==> config.mk <==
export PLATFORM = sky130hd
export DESIGN_NAME = seq_csub_64
export DESIGN_NICKNAME = d
export VERILOG_FILES = /design/src/rtl/seq_csub_pkg.sv /design/src/rtl/csub_slice.sv /design/src/rtl/seq_csub_64.sv
export SDC_FILE = /design/constraint.sdc
export NUM_CORES = 1
export LEC_CHECK = 0
export ABC_CLOCK_PERIOD_IN_PS = 10430
export BUFFER_PORTS_ARGS = -buffer_cell sky130_fd_sc_hd__buf_2
export CAP_MARGIN = 20
export CELL_PAD_IN_SITES_DETAIL_PLACEMENT = 0
export CELL_PAD_IN_SITES_GLOBAL_PLACEMENT = 1
export CORE_MARGIN = 2
export CORE_UTILIZATION = 47
export CTS_CLUSTER_DIAMETER = 200
export DETAILED_ROUTE_END_ITERATION = 12
export MAX_ROUTING_LAYER = met4
export PLACE_DENSITY_LB_ADDON = 0.1
export SLEW_MARGIN = 15
export SYNTH_ARGS = -nofsm -noshare
export SYNTH_HDL_FRONTEND = slang
export SYNTH_SLANG_ARGS = --single-unit
==> constraint.sdc <==
create_clock -name clk -period 10.43 [get_ports clk]
set_input_delay 3.129 -clock clk [delete_from_list [all_inputs] [get_ports clk]]
set_output_delay 3.129 -clock clk [all_outputs]
set_load 0.005 [all_outputs]
==> src/rtl/seq_csub_pkg.sv <==
// Shared types and default geometry for the iterative carry-select subtractor.
package seq_csub_pkg;

  localparam int unsigned WIDTH_DEF   = 64;
  localparam int unsigned SLICE_W_DEF = 8;
  localparam int unsigned NSLICE_DEF  = WIDTH_DEF / SLICE_W_DEF;

  // A slice counter needs at least one bit even when there is a single slice.
  function automatic int unsigned idx_w(input int unsigned nslice);
    return (nslice > 1) ? $clog2(nslice) : 1;
  endfunction

  localparam int unsigned IDX_W_DEF = idx_w(NSLICE_DEF);

  typedef enum logic [1:0] {
    IDLE = 2'd0,
    CALC = 2'd1,
    DONE = 2'd2
  } state_e;

endpackage

==> src/rtl/csub_slice.sv <==
// One carry-select subtract slice: a + ~b is formed for both carry-in values, then the
// registered carry picks the result.
module csub_slice #(
  parameter int unsigned W = 8
) (
  input  logic [W-1:0] a,
  input  logic [W-1:0] b,
  input  logic         cin,
  output logic [W-1:0] sum,
  output logic         cout
);

  localparam int unsigned WP = W + 1;

  logic [W:0] s0;
  logic [W:0] s1;

  assign s0 = {1'b0, a} + {1'b0, ~b};
  assign s1 = {1'b0, a} + {1'b0, ~b} + WP'(1);

  assign sum  = cin ? s1[W-1:0] : s0[W-1:0];
  assign cout = cin ? s1[W]     : s0[W];

endmodule

==> src/rtl/seq_csub_64.sv <==
// Iterative subtractor: diff = a - b - bin, one SLICE_W-bit slice per cycle with the
// inter-slice carry held in a register; valid/ready on both sides.
module seq_csub_64
  import seq_csub_pkg::*;
#(
  parameter int unsigned WIDTH   = WIDTH_DEF,
  parameter int unsigned SLICE_W = SLICE_W_DEF
) (
  input  logic             clk,
  input  logic             rst,
  input  logic [WIDTH-1:0] a,
  input  logic [WIDTH-1:0] b,
  input  logic             bin,
  input  logic             in_valid,
  output logic             in_ready,
  output logic [WIDTH-1:0] diff,
  output logic             bout,
  output logic             ovf,
  output logic             zero,
  output logic             out_valid,
  input  logic             out_ready
);

  localparam int unsigned NSLICE = WIDTH / SLICE_W;
  localparam int unsigned IDX_W  = idx_w(NSLICE);
  localparam int unsigned MSB    = WIDTH - 1;
  localparam logic [IDX_W-1:0] LAST_IDX = IDX_W'(NSLICE - 1);

  state_e             state_q;
  logic [IDX_W-1:0]   idx_q;
  logic [WIDTH-1:0]   a_q;
  logic [WIDTH-1:0]   b_q;
  logic               carry_q;
  logic [WIDTH-1:0]   diff_q;
  logic               bout_q;
  logic               ovf_q;
  logic               zero_q;
  logic               out_valid_q;
  logic               in_ready_q;

  logic [SLICE_W-1:0] a_sl;
  logic [SLICE_W-1:0] b_sl;
  logic [SLICE_W-1:0] sum_sl;
  logic               cout_sl;
  logic [WIDTH-1:0]   diff_d;

  // Select the active operand slices and splice the new slice sum into the result.
  always_comb begin
    a_sl   = a_q[idx_q*SLICE_W +: SLICE_W];
    b_sl   = b_q[idx_q*SLICE_W +: SLICE_W];
    diff_d = diff_q;
    diff_d[idx_q*SLICE_W +: SLICE_W] = sum_sl;
  end

  csub_slice #(
    .W (SLICE_W)
  ) u_slice (
    .a    (a_sl),
    .b    (b_sl),
    .cin  (carry_q),
    .sum  (sum_sl),
    .cout (cout_sl)
  );

  always_ff @(posedge clk or negedge rst) begin
    if (!rst) begin
      state_q     <= IDLE;
      idx_q       <= '0;
      a_q         <= '0;
      b_q         <= '0;
      carry_q     <= 1'b0;
      diff_q      <= '0;
      bout_q      <= 1'b0;
      ovf_q       <= 1'b0;
      zero_q      <= 1'b0;
      out_valid_q <= 1'b0;
      in_ready_q  <= 1'b0;
    end else begin
      case (state_q)
        IDLE: begin
          in_ready_q  <= 1'b1;
          out_valid_q <= 1'b0;
          // Operands are only sampled on a real handshake, so idle X never reaches state.
          if (in_valid && in_ready_q) begin
            a_q        <= a;
            b_q        <= b;
            carry_q    <= ~bin;
            idx_q      <= '0;
            in_ready_q <= 1'b0;
            state_q    <= CALC;
          end
        end
        CALC: begin
          diff_q  <= diff_d;
          carry_q <= cout_sl;
          idx_q   <= idx_q + 1'b1;
          if (idx_q == LAST_IDX) begin
            bout_q      <= ~cout_sl;
            ovf_q       <= (a_q[MSB] != b_q[MSB]) && (diff_d[MSB] != a_q[MSB]);
            zero_q      <= (diff_d == '0);
            out_valid_q <= 1'b1;
            idx_q       <= '0;
            state_q     <= DONE;
          end
        end
        DONE: begin
          // Ready returns with consumption so the next accept lands one cycle later.
          if (out_ready && out_valid_q) begin
            out_valid_q <= 1'b0;
            in_ready_q  <= 1'b1;
            state_q     <= IDLE;
          end
        end
        default: begin
          state_q     <= IDLE;
          out_valid_q <= 1'b0;
          in_ready_q  <= 1'b0;
        end
      endcase
    end
  end

  assign in_ready  = in_ready_q;
  assign out_valid = out_valid_q;
  assign diff      = diff_q;
  assign bout      = bout_q;
  assign ovf       = ovf_q;
  assign zero      = zero_q;

endmodule

==> results of run 1 <==
-- worst max-delay path, cell delays in order, from the launching register on --
cell and delay [ns]:
dfrtp_2 0.86, buf_4 0.51, mux4_2 0.56, nand2_1 0.09
nand2_1 0.09, ha_1 0.22, inv_1 0.07, fa_1 0.43
inv_1 0.08, ha_1 0.17, nand2_1 0.08, xor2_1 0.50
o22ai_1 0.21, a2111oi_2 0.29, nand4_1 0.15, a2111oi_2 0.31
o2111ai_1 0.18, o31ai_2 0.19
-- state kept, by name, summed over array words and instances (netlist names) --
name	count
zero	1
a_q	64
bout	1
ovf	1
diff	64
state_q	2
carry_q	1
in_ready	1
out_valid	1
b_q	64
idx_q	3
-- metrics by stage --
stage | area [sq um] | hold slack (ns)
after global placement | 11000 | 0.481
after floorplan | 9810 | 0.475
after CTS | 11800 | 0.503
after detailed placement | 11000 | 0.490
final | 11800 | 0.493
after global routing | 11800 | 0.510
-- cell usage after synthesis (3+ instances only) --
cell,number,area (sq um)
a22oi_1,3,22.5
nor2_1,21,78.8
a31oi_1,3,18.8
a22o_1,4,35.0
o31ai_1,17,128
nor3_1,10,50.1
dfrtp_1,203,5080
mux2i_1,9,90.1
buf_2,4,20.0
buf_1,5,18.8
mux2_2,133,1500
a21oi_1,14,70.1
xnor2_1,7,61.3
nand4_1,3,18.8
nor2b_1,4,25.0
or3_1,4,25.0
o2111ai_1,3,26.3
buf_6,3,33.8
mux4_2,32,721
nand2b_1,8,50.1
o21ai_0,50,250
clkbuf_1,30,113
inv_1,14,52.6
nor4_1,9,56.3
and2_1,6,37.5
nand2_1,116,435
a32oi_1,3,26.3
nand3_1,13,65.1
ha_1,16,200
xor2_1,7,61.3
-- routing by layer --
metal,vias up,track usage,share of wire
li1,3292,-,-
met1,3433,0.301,0.43
met2,192,0.384,0.49
met3,46,0.0383,0.050
met4,0,0.0633,0.026
met5,-,-,0
-- cells by family (layout without fill, tap and decap cells) --
kind of cell,after synthesis,count (layout)
xor gates and xnor gates,15,15
buffers and inverters,58,260
AOI/OAI and AO/OA,120,120
muxes,175,175
and+or+nand+nor,212,212
DFF,203,203
adders and majority gates,17,17
other,0,4
-- how the worst max path moves through the flow --
stage               startpoint       to  slack [ns]  cells after the start
finish                idx_q[0]     zero        5.34                     17
global route          idx_q[0]     zero        4.84                     17
CTS                   idx_q[0]     zero        5.23                     17
detailed placement    idx_q[0]     zero        5.24                     17
global placement      idx_q[0]     zero        5.36                     17
floorplan             in_valid  b_q[17]        5.60                      5
-- final cells by class --
cell class              count  area (sq um)
clock inverters             6          80.1
well taps                 270           338
multi-input cells         539          4490
repair buffers            207          1070
flip-flops and latches    203          5080
diodes                      4          10.0
fillers                  1799          8580
inverters                  15          56.3
clock buffers              32           659
==> results.json, run 1 <==
{
  "yosys.cell_types.count": 69,
  "slew_viol_final": 0,
  "seq_area_frac_synth": 0.518,
  "vias_per_cell": 5.46,
  "cts_made_buffers": 22,
  "pin_count": 202,
  "cp-end-kind": "register",
  "grt-ovfl-total": 0,
  "die_area_sq_mm": 0.0220,
  "cts_root_buffer": "clkbuf_16",
  "worstSetupPathType": "reg2reg",
  "cts_sinks": 203,
  "ys_async_sr_fraction": 1.00,
  "mostFrequentLayoutCell": "dfrtp_1",
  "antenna_found_initial": 3,
  "drt_pre_antenna_iters": 5,
  "cp_data_arrival_time_ns": 5.52,
  "wl_per_cell_microns": 19.0,
  "layout_common_cells": "dfrtp_1, buf_2, mux2_2",
  "num-nets-final": 1138,
  "clock-skew-final_ns": 0.0147,
  "numPortBuffers": 201,
  "reg2regPathDepth": 17,
  "drive_above_1_share": 0.420,
  "r2r-end": "zero",
  "post_cts_buffers": 0,
  "synth_compound_area_frac": 0.0803,
  "die_w_microns": 148,
  "yosysWarnings": 0,
  "synth-simple-area-share": 0.104,
  "rsz0062_at_grt": "no",
  "drt_iter0_drc": 303,
  "cts_hold_buf": 0,
  "hold_viol": 0,
  "final_antenna_net_count": 0,
  "synth-main-ff-cell": "dfrtp_1",
  "syn_nets": 950,
  "ff2ff_setup_slack_ns": 5.34,
  "fin_crit_sh": 0.488,
  "synth_area_per_cell_sq_um": 12.3,
  "max-clock-path-buffers": 3,
  "placed_cells": 1234,
  "hp-start": "diff[44]",
  "place_congestion": 0.893,
  "max_freq_mhz": 196,
  "grt_pass1_vias": 7232,
  "clkSlewWorstSetupHoldPaths_ns": 0.07,
  "ys_ff_latch": 203,
  "grt_pass1_wl_microns": 39300,
  "stdcell_count": 1276,
  "grt_usage": 0.233,
  "hpwl_microns": 17600,
  "synth_edf_count": 0,
  "cts_resized": 0,
  "r2r-start": "idx_q[0]",
  "hold_class": "reg2reg",
  "final.setup.worst_slack_ns": 5.34,
  "worstPathRequired_ns": 10.85,
  "cap_violations": 0,
  "tightestPinTransition_ns": 0.976,
  "syn_inst": 800,
  "die_h_microns": 148,
  "outcome": "completed",
  "crit_fanout": 24,
  "startpoint_type": "register",
  "grt_max_degree": 136,
  "post-place-ws_ns": 5.24,
  "hold_depth": 2,
  "vias": 6963,
  "utilization": 0.579,
  "routed_wl_microns": 24200,
  "setup_viol": 0,
  "htree_levels": 1,
  "synth_top_family_by_area": "multiplexers",
  "min_period_ns": 5.09,
  "max_slew_margin": 0.344,
  "insertion_delay_ns": 0.51,
  "muxShareOfSynthArea": 0.236,
  "whs_endpoint": "diff[44]",
  "tns_ns": 0,
  "start_util": 0.482,
  "cts_tree": "done",
  "syn_area_sq_mm": 0.00981,
  "drc_errors": 0,
  "core-area_sq_mm": 0.0204,
  "rows": 52,
  "syn2layout_area_growth_pct": 20.1,
  "synthAdderAreaFrac": 0.0224,
  "synthXorXnorAreaFrac": 0.0142
}
Power of run 1 is not shown: default switching activity piles up to over one toggle a cycle in this logic, so the estimate is an artifact.
==> inputs of run 2 (changes only) <==
--- a/config.mk
+++ b/config.mk
@@ -5,13 +5,13 @@
 export SDC_FILE = /design/constraint.sdc
 export NUM_CORES = 1
 export LEC_CHECK = 0
-export ABC_CLOCK_PERIOD_IN_PS = 10430
+export ABC_CLOCK_PERIOD_IN_PS = 4400
 export BUFFER_PORTS_ARGS = -buffer_cell sky130_fd_sc_hd__buf_2
 export CAP_MARGIN = 20
 export CELL_PAD_IN_SITES_DETAIL_PLACEMENT = 0
 export CELL_PAD_IN_SITES_GLOBAL_PLACEMENT = 1
 export CORE_MARGIN = 2
-export CORE_UTILIZATION = 47
+export CORE_UTILIZATION = 40
 export CTS_CLUSTER_DIAMETER = 200
 export DETAILED_ROUTE_END_ITERATION = 12
 export MAX_ROUTING_LAYER = met4
==> constraint.sdc (replaced) <==
create_clock -name clk -period 4.4 [get_ports clk]
set_input_delay 1.32 -clock clk [delete_from_list [all_inputs] [get_ports clk]]
set_output_delay 1.32 -clock clk [all_outputs]
set_load 0.005 [all_outputs]
==> run 2 against run 1 <==
Net effect: flip-flop and latch count unchanged; non-clock buffer count increased by 20; critical path type unchanged; critical endpoint unchanged; sequential share of layout area down 0.94 points; highest routed layer unchanged.
==> results.json, run 2 (same netlist as run 1, synthesis figures left out) <==
{
  "drc_errors": 0,
  "tns_ns": 0,
  "hp-start": "diff[44]",
  "pin_count": 202,
  "tightestPinTransition_ns": 1.01,
  "crit_fanout": 6,
  "max_freq_mhz": 245,
  "worstPathRequired_ns": 4.82,
  "grt_usage": 0.210,
  "drive_above_1_share": 0.433,
  "cp_data_arrival_time_ns": 4.50,
  "num-nets-final": 1159,
  "die_h_microns": 161,
  "max-clock-path-buffers": 3,
  "whs_endpoint": "diff[44]",
  "wl_met3_microns": 1270,
  "insertion_delay_ns": 0.50,
  "final_antenna_net_count": 0,
  "fin_crit_sh": 0.928,
  "vias_per_cell": 5.14,
  "wl_per_cell_microns": 19.1,
  "core-area_sq_mm": 0.0242,
  "hpwl_microns": 19300,
  "place_congestion": 0.896,
  "startpoint_type": "register",
  "grt_pass1_vias": 7196,
  "cts_root_buffer": "clkbuf_16",
  "wl_met2_microns": 12500,
  "mostFrequentLayoutCell": "dfrtp_1",
  "r2r-end": "zero",
  "clock-skew-final_ns": 0.0105,
  "cts_resized": 0,
  "grt-ovfl-total": 0,
  "start_util": 0.406,
  "top_layer_used": "met4",
  "syn2layout_area_growth_pct": 22.8,
  "ff2ff_setup_slack_ns": 0.32,
  "hold_depth": 2,
  "drt_iter0_drc": 292,
  "wl_met1_microns": 11500,
  "cts_made_buffers": 23,
  "drt_pre_antenna_iters": 4,
  "rows": 57,
  "numPortBuffers": 201,
  "r2r-start": "idx_q[0]",
  "outcome": "completed",
  "htree_levels": 1,
  "cp-end-kind": "register",
  "min_period_ns": 4.08,
  "cts_tree": "done",
  "hold_viol": 0,
  "routed_wl_microns": 25800,
  "die_w_microns": 161,
  "setup_viol": 0,
  "slew_viol_final": 0,
  "cts_sinks": 203,
  "vias": 6939,
  "antenna_found_initial": 2,
  "grt_max_degree": 92,
  "worstSetupPathType": "reg2reg",
  "die_area_sq_mm": 0.0258,
  "clkSlewWorstSetupHoldPaths_ns": 0.06,
  "max_slew_margin": 0.316,
  "hold_class": "reg2reg",
  "layout_common_cells": "dfrtp_1, buf_2, mux2_2",
  "reg2regPathDepth": 16,
  "rsz0062_at_grt": "no",
  "cap_violations": 0,
  "grt_pass1_wl_microns": 41000
}
[run 2: cell types whose count changed in the layout (fill, tap and decap cells not counted)]
| cell | change |
|---|---|
| buf_4 | +16 |
| diode_2 | -2 |
| buf_12 | +4 |
| clkinvlp_4 | +1 |
| clkbuf_8 | -2 |
| clkinv_2 | +4 |
[run 2: what timing repair did]
| action | in CTS | in global routing |
|---|---|---|
| endpoints found under the setup margin | 0 | 1 |
| setup buffers | 0 | 2 |
| hold buffers | 0 | 0 |
[run 2: area by class of cell]
class	count	area, sq um
tap	324	405
clock inverter	11	108
sequential	203	5080
clock buffer	30	632
multi-input combinational	539	4490
timing repair buffer	227	1270
fill	2249	12100
inverter	15	56.3
antenna	2	5.00
[run 2: how the worst max path moves through the flow]
stage	startpoint	endpoint	slack, ns	cells past startpoint
after floorplan	idx_q[0]	zero	0.02	19
after global placement	idx_q[0]	zero	0.39	17
after detailed placement	idx_q[0]	zero	0.27	17
after CTS	idx_q[0]	zero	0.25	17
after global routing	idx_q[0]	zero	0.05	17
final	idx_q[0]	zero	0.32	16
[run 2: stage by stage]
step | utilization | instances | instance area, sq um | setup slack (ns) | hold WS [ns]
2_1_floorplan | - | 800 | 9820 | 0.0206 | 0.475
3_3_place_gp | 0.467 | 1306 | 11300 | 0.387 | 0.485
3_5_place_dp | 0.467 | 1306 | 11300 | 0.268 | 0.486
4_1_cts | 0.498 | 1347 | 12000 | 0.254 | 0.501
5_1_grt | 0.498 | 1351 | 12000 | 0.0524 | 0.518
6_report | 0.498 | 1351 | 12000 | 0.319 | 0.496
[run 2: critical path, cell delays in order (launching register included)]
cell	delay, ns
dfrtp_2	0.46
buf_4	0.15
mux4_2	0.47
mux2i_1	0.17
ha_1	0.19
inv_1	0.05
fa_1	0.52
inv_1	0.05
ha_1	0.29
nor2b_1	0.18
or2_1	0.15
a22oi_1	0.08
nor4_1	0.36
nand4_1	0.17
a2111oi_2	0.31
o2111ai_1	0.18
o31ai_2	0.19
[run 2: routing by layer]
layer	vias to the layer above	track usage
met5	-	-
li1	3332	-
met2	187	0.340
met1	3379	0.275
met3	41	0.0354
met4	0	0.0569
Power of run 2 is left out for the same reason.
==> inputs of run 3 (changes only) <==
--- a/config.mk
+++ b/config.mk
@@ -15,7 +15,7 @@
 export CTS_CLUSTER_DIAMETER = 200
 export DETAILED_ROUTE_END_ITERATION = 12
 export MAX_ROUTING_LAYER = met4
-export PLACE_DENSITY_LB_ADDON = 0.1
+export PLACE_DENSITY = 0.88
 export SLEW_MARGIN = 15
 export SYNTH_ARGS = -nofsm -noshare
 export SYNTH_HDL_FRONTEND = slang
==> run 3 against run 2 <==
Net effect: clock skew is 0.0092 ns higher; clock-buffer cell count grew 2; worst hold slack better by 0.0011 ns; design area about the same; non-clock buffer count increased by 1; largest cell class unchanged.
==> results.json, run 3 (same netlist as run 1, synthesis figures left out) <==
{
  "place_congestion": 0.883,
  "max_slew_margin": 0.441,
  "die_h_microns": 161,
  "start_util": 0.406,
  "hold_depth": 1,
  "drt_pre_antenna_iters": 5,
  "htree_levels": 1,
  "hp-start": "bout",
  "grt_pass1_wl_microns": 39600,
  "setup_viol": 0,
  "slew_viol_final": 0,
  "grt_pass1_vias": 7153,
  "cp_data_arrival_time_ns": 4.48,
  "r2r-start": "idx_q[0]",
  "crit_fanout": 10,
  "fin_area_sq_mm": 0.0121,
  "clkSlewWorstSetupHoldPaths_ns": 0.06,
  "core-area_sq_mm": 0.0242,
  "hold_viol": 0,
  "cp-end-kind": "register",
  "cts_hold_buf": 0,
  "cts_made_buffers": 22,
  "hold_class": "reg2reg",
  "grt_usage": 0.199,
  "numPortBuffers": 201,
  "rsz0062_at_grt": "no",
  "cpPeakStageDelay_ns": 0.53,
  "syn2layout_area_growth_pct": 22.9,
  "placed_cells": 1305,
  "min_period_ns": 4.06,
  "cts_root_buffer": "clkbuf_16",
  "num-nets-final": 1159,
  "cts_sinks": 203,
  "worstSetupPathType": "reg2reg",
  "drive_above_1_share": 0.432,
  "fin_crit_sh": 0.922,
  "cap_violations": 0,
  "max-clock-path-buffers": 3,
  "mostFrequentLayoutCell": "dfrtp_1",
  "hpwl_microns": 18500,
  "tns_ns": 0,
  "grt-ovfl-total": 0,
  "crit_path_cell_trace": "mux4_2 -> mux2i_1 -> ha_1 -> inv_1 -> fa_1 -> inv_1 -> ha_1 -> nand2_1 -> xor2_1 -> o22ai_1 -> a2111oi_2 -> nand4_1 -> a2111oi_2 -> o2111ai_1 -> o31ai_2",
  "final_antenna_net_count": 0,
  "die_area_sq_mm": 0.0258,
  "layout_common_cells": "dfrtp_1, buf_2, mux2_2",
  "clock-skew-final_ns": 0.0197,
  "die_w_microns": 161,
  "insertion_delay_ns": 0.52,
  "stdcell_count": 1359,
  "r2r-end": "zero",
  "ff2ff_setup_slack_ns": 0.34,
  "drt_iter0_drc": 563,
  "fillCellCount": 2129,
  "reg2regPathDepth": 15,
  "crit_slowest_cell": "mux4_2",
  "grt_max_degree": 103,
  "rows": 57,
  "wl_per_cell_microns": 18.4,
  "vias_per_cell": 5.21,
  "routed_wl_microns": 25000,
  "postPlaceCellArea_sq_mm": 0.0113,
  "max_freq_mhz": 246,
  "worstPathRequired_ns": 4.82,
  "startpoint_type": "register",
  "vias": 7085,
  "whs_endpoint": "bout",
  "antenna_found_initial": 9,
  "cts_tree": "done",
  "pin_count": 202,
  "tightestPinTransition_ns": 0.831,
  "utilization": 0.499,
  "drc_errors": 0,
  "outcome": "completed"
}
run 3: timing repair:
action                     in CTS  in global routing
setup endpoints to repair       0                  1
gates resized for setup         0                  1
setup buffers                   0                  4
run 3: metrics by stage:
stage	hold WS, ns	setup WS [ns]
after global routing	0.507	0.0544
final	0.497	0.342
after CTS	0.502	0.262
after floorplan	0.475	0.0206
after global placement	0.485	0.398
after detailed placement	0.492	0.295
run 3: final cells by class:
| type | count | area [sq um] | area share |
|---|---|---|---|
| timing repair buffer | 228 | 1250 | 0.104 |
| clock inverter | 8 | 109 | 0.00903 |
| antenna | 10 | 25.0 | 0.00208 |
| tap | 324 | 405 | 0.0336 |
| inverter | 15 | 56.3 | 0.00467 |
| multi-input combinational | 539 | 4490 | 0.373 |
| sequential | 203 | 5080 | 0.422 |
| clock buffer | 32 | 628 | 0.0521 |
run 3: critical path: cells and delay by family, from the launching register on:
| kind | cells | cell delay [ns] |
|---|---|---|
| DFF | 1 | 0.49 |
| buffers and inverters | 2 | 0.12 |
| muxes | 2 | 0.76 |
| adders and majority gates | 3 | 0.94 |
| AOI/OAI and AO/OA | 5 | 1.19 |
| xor gates and xnor gates | 1 | 0.20 |
| and+or+nand+nor | 2 | 0.25 |
run 3: worst max path at each step:
stage / start / to
finish: idx_q[0] / zero
global route: idx_q[0] / zero
detailed placement: idx_q[0] / zero
CTS: idx_q[0] / zero
floorplan: idx_q[0] / zero
global placement: idx_q[0] / zero
run 3: metal layers:
metal / vias to the layer above / GRT usage / wire length [microns]
met5: - / - / 0
met4: 0 / 0.0455 / 546
met3: 42 / 0.0504 / 1840
met2: 217 / 0.311 / 11500
met1: 3471 / 0.263 / 11100
li1: 3355 / - / -
Power of run 3 is left out for the same reason.
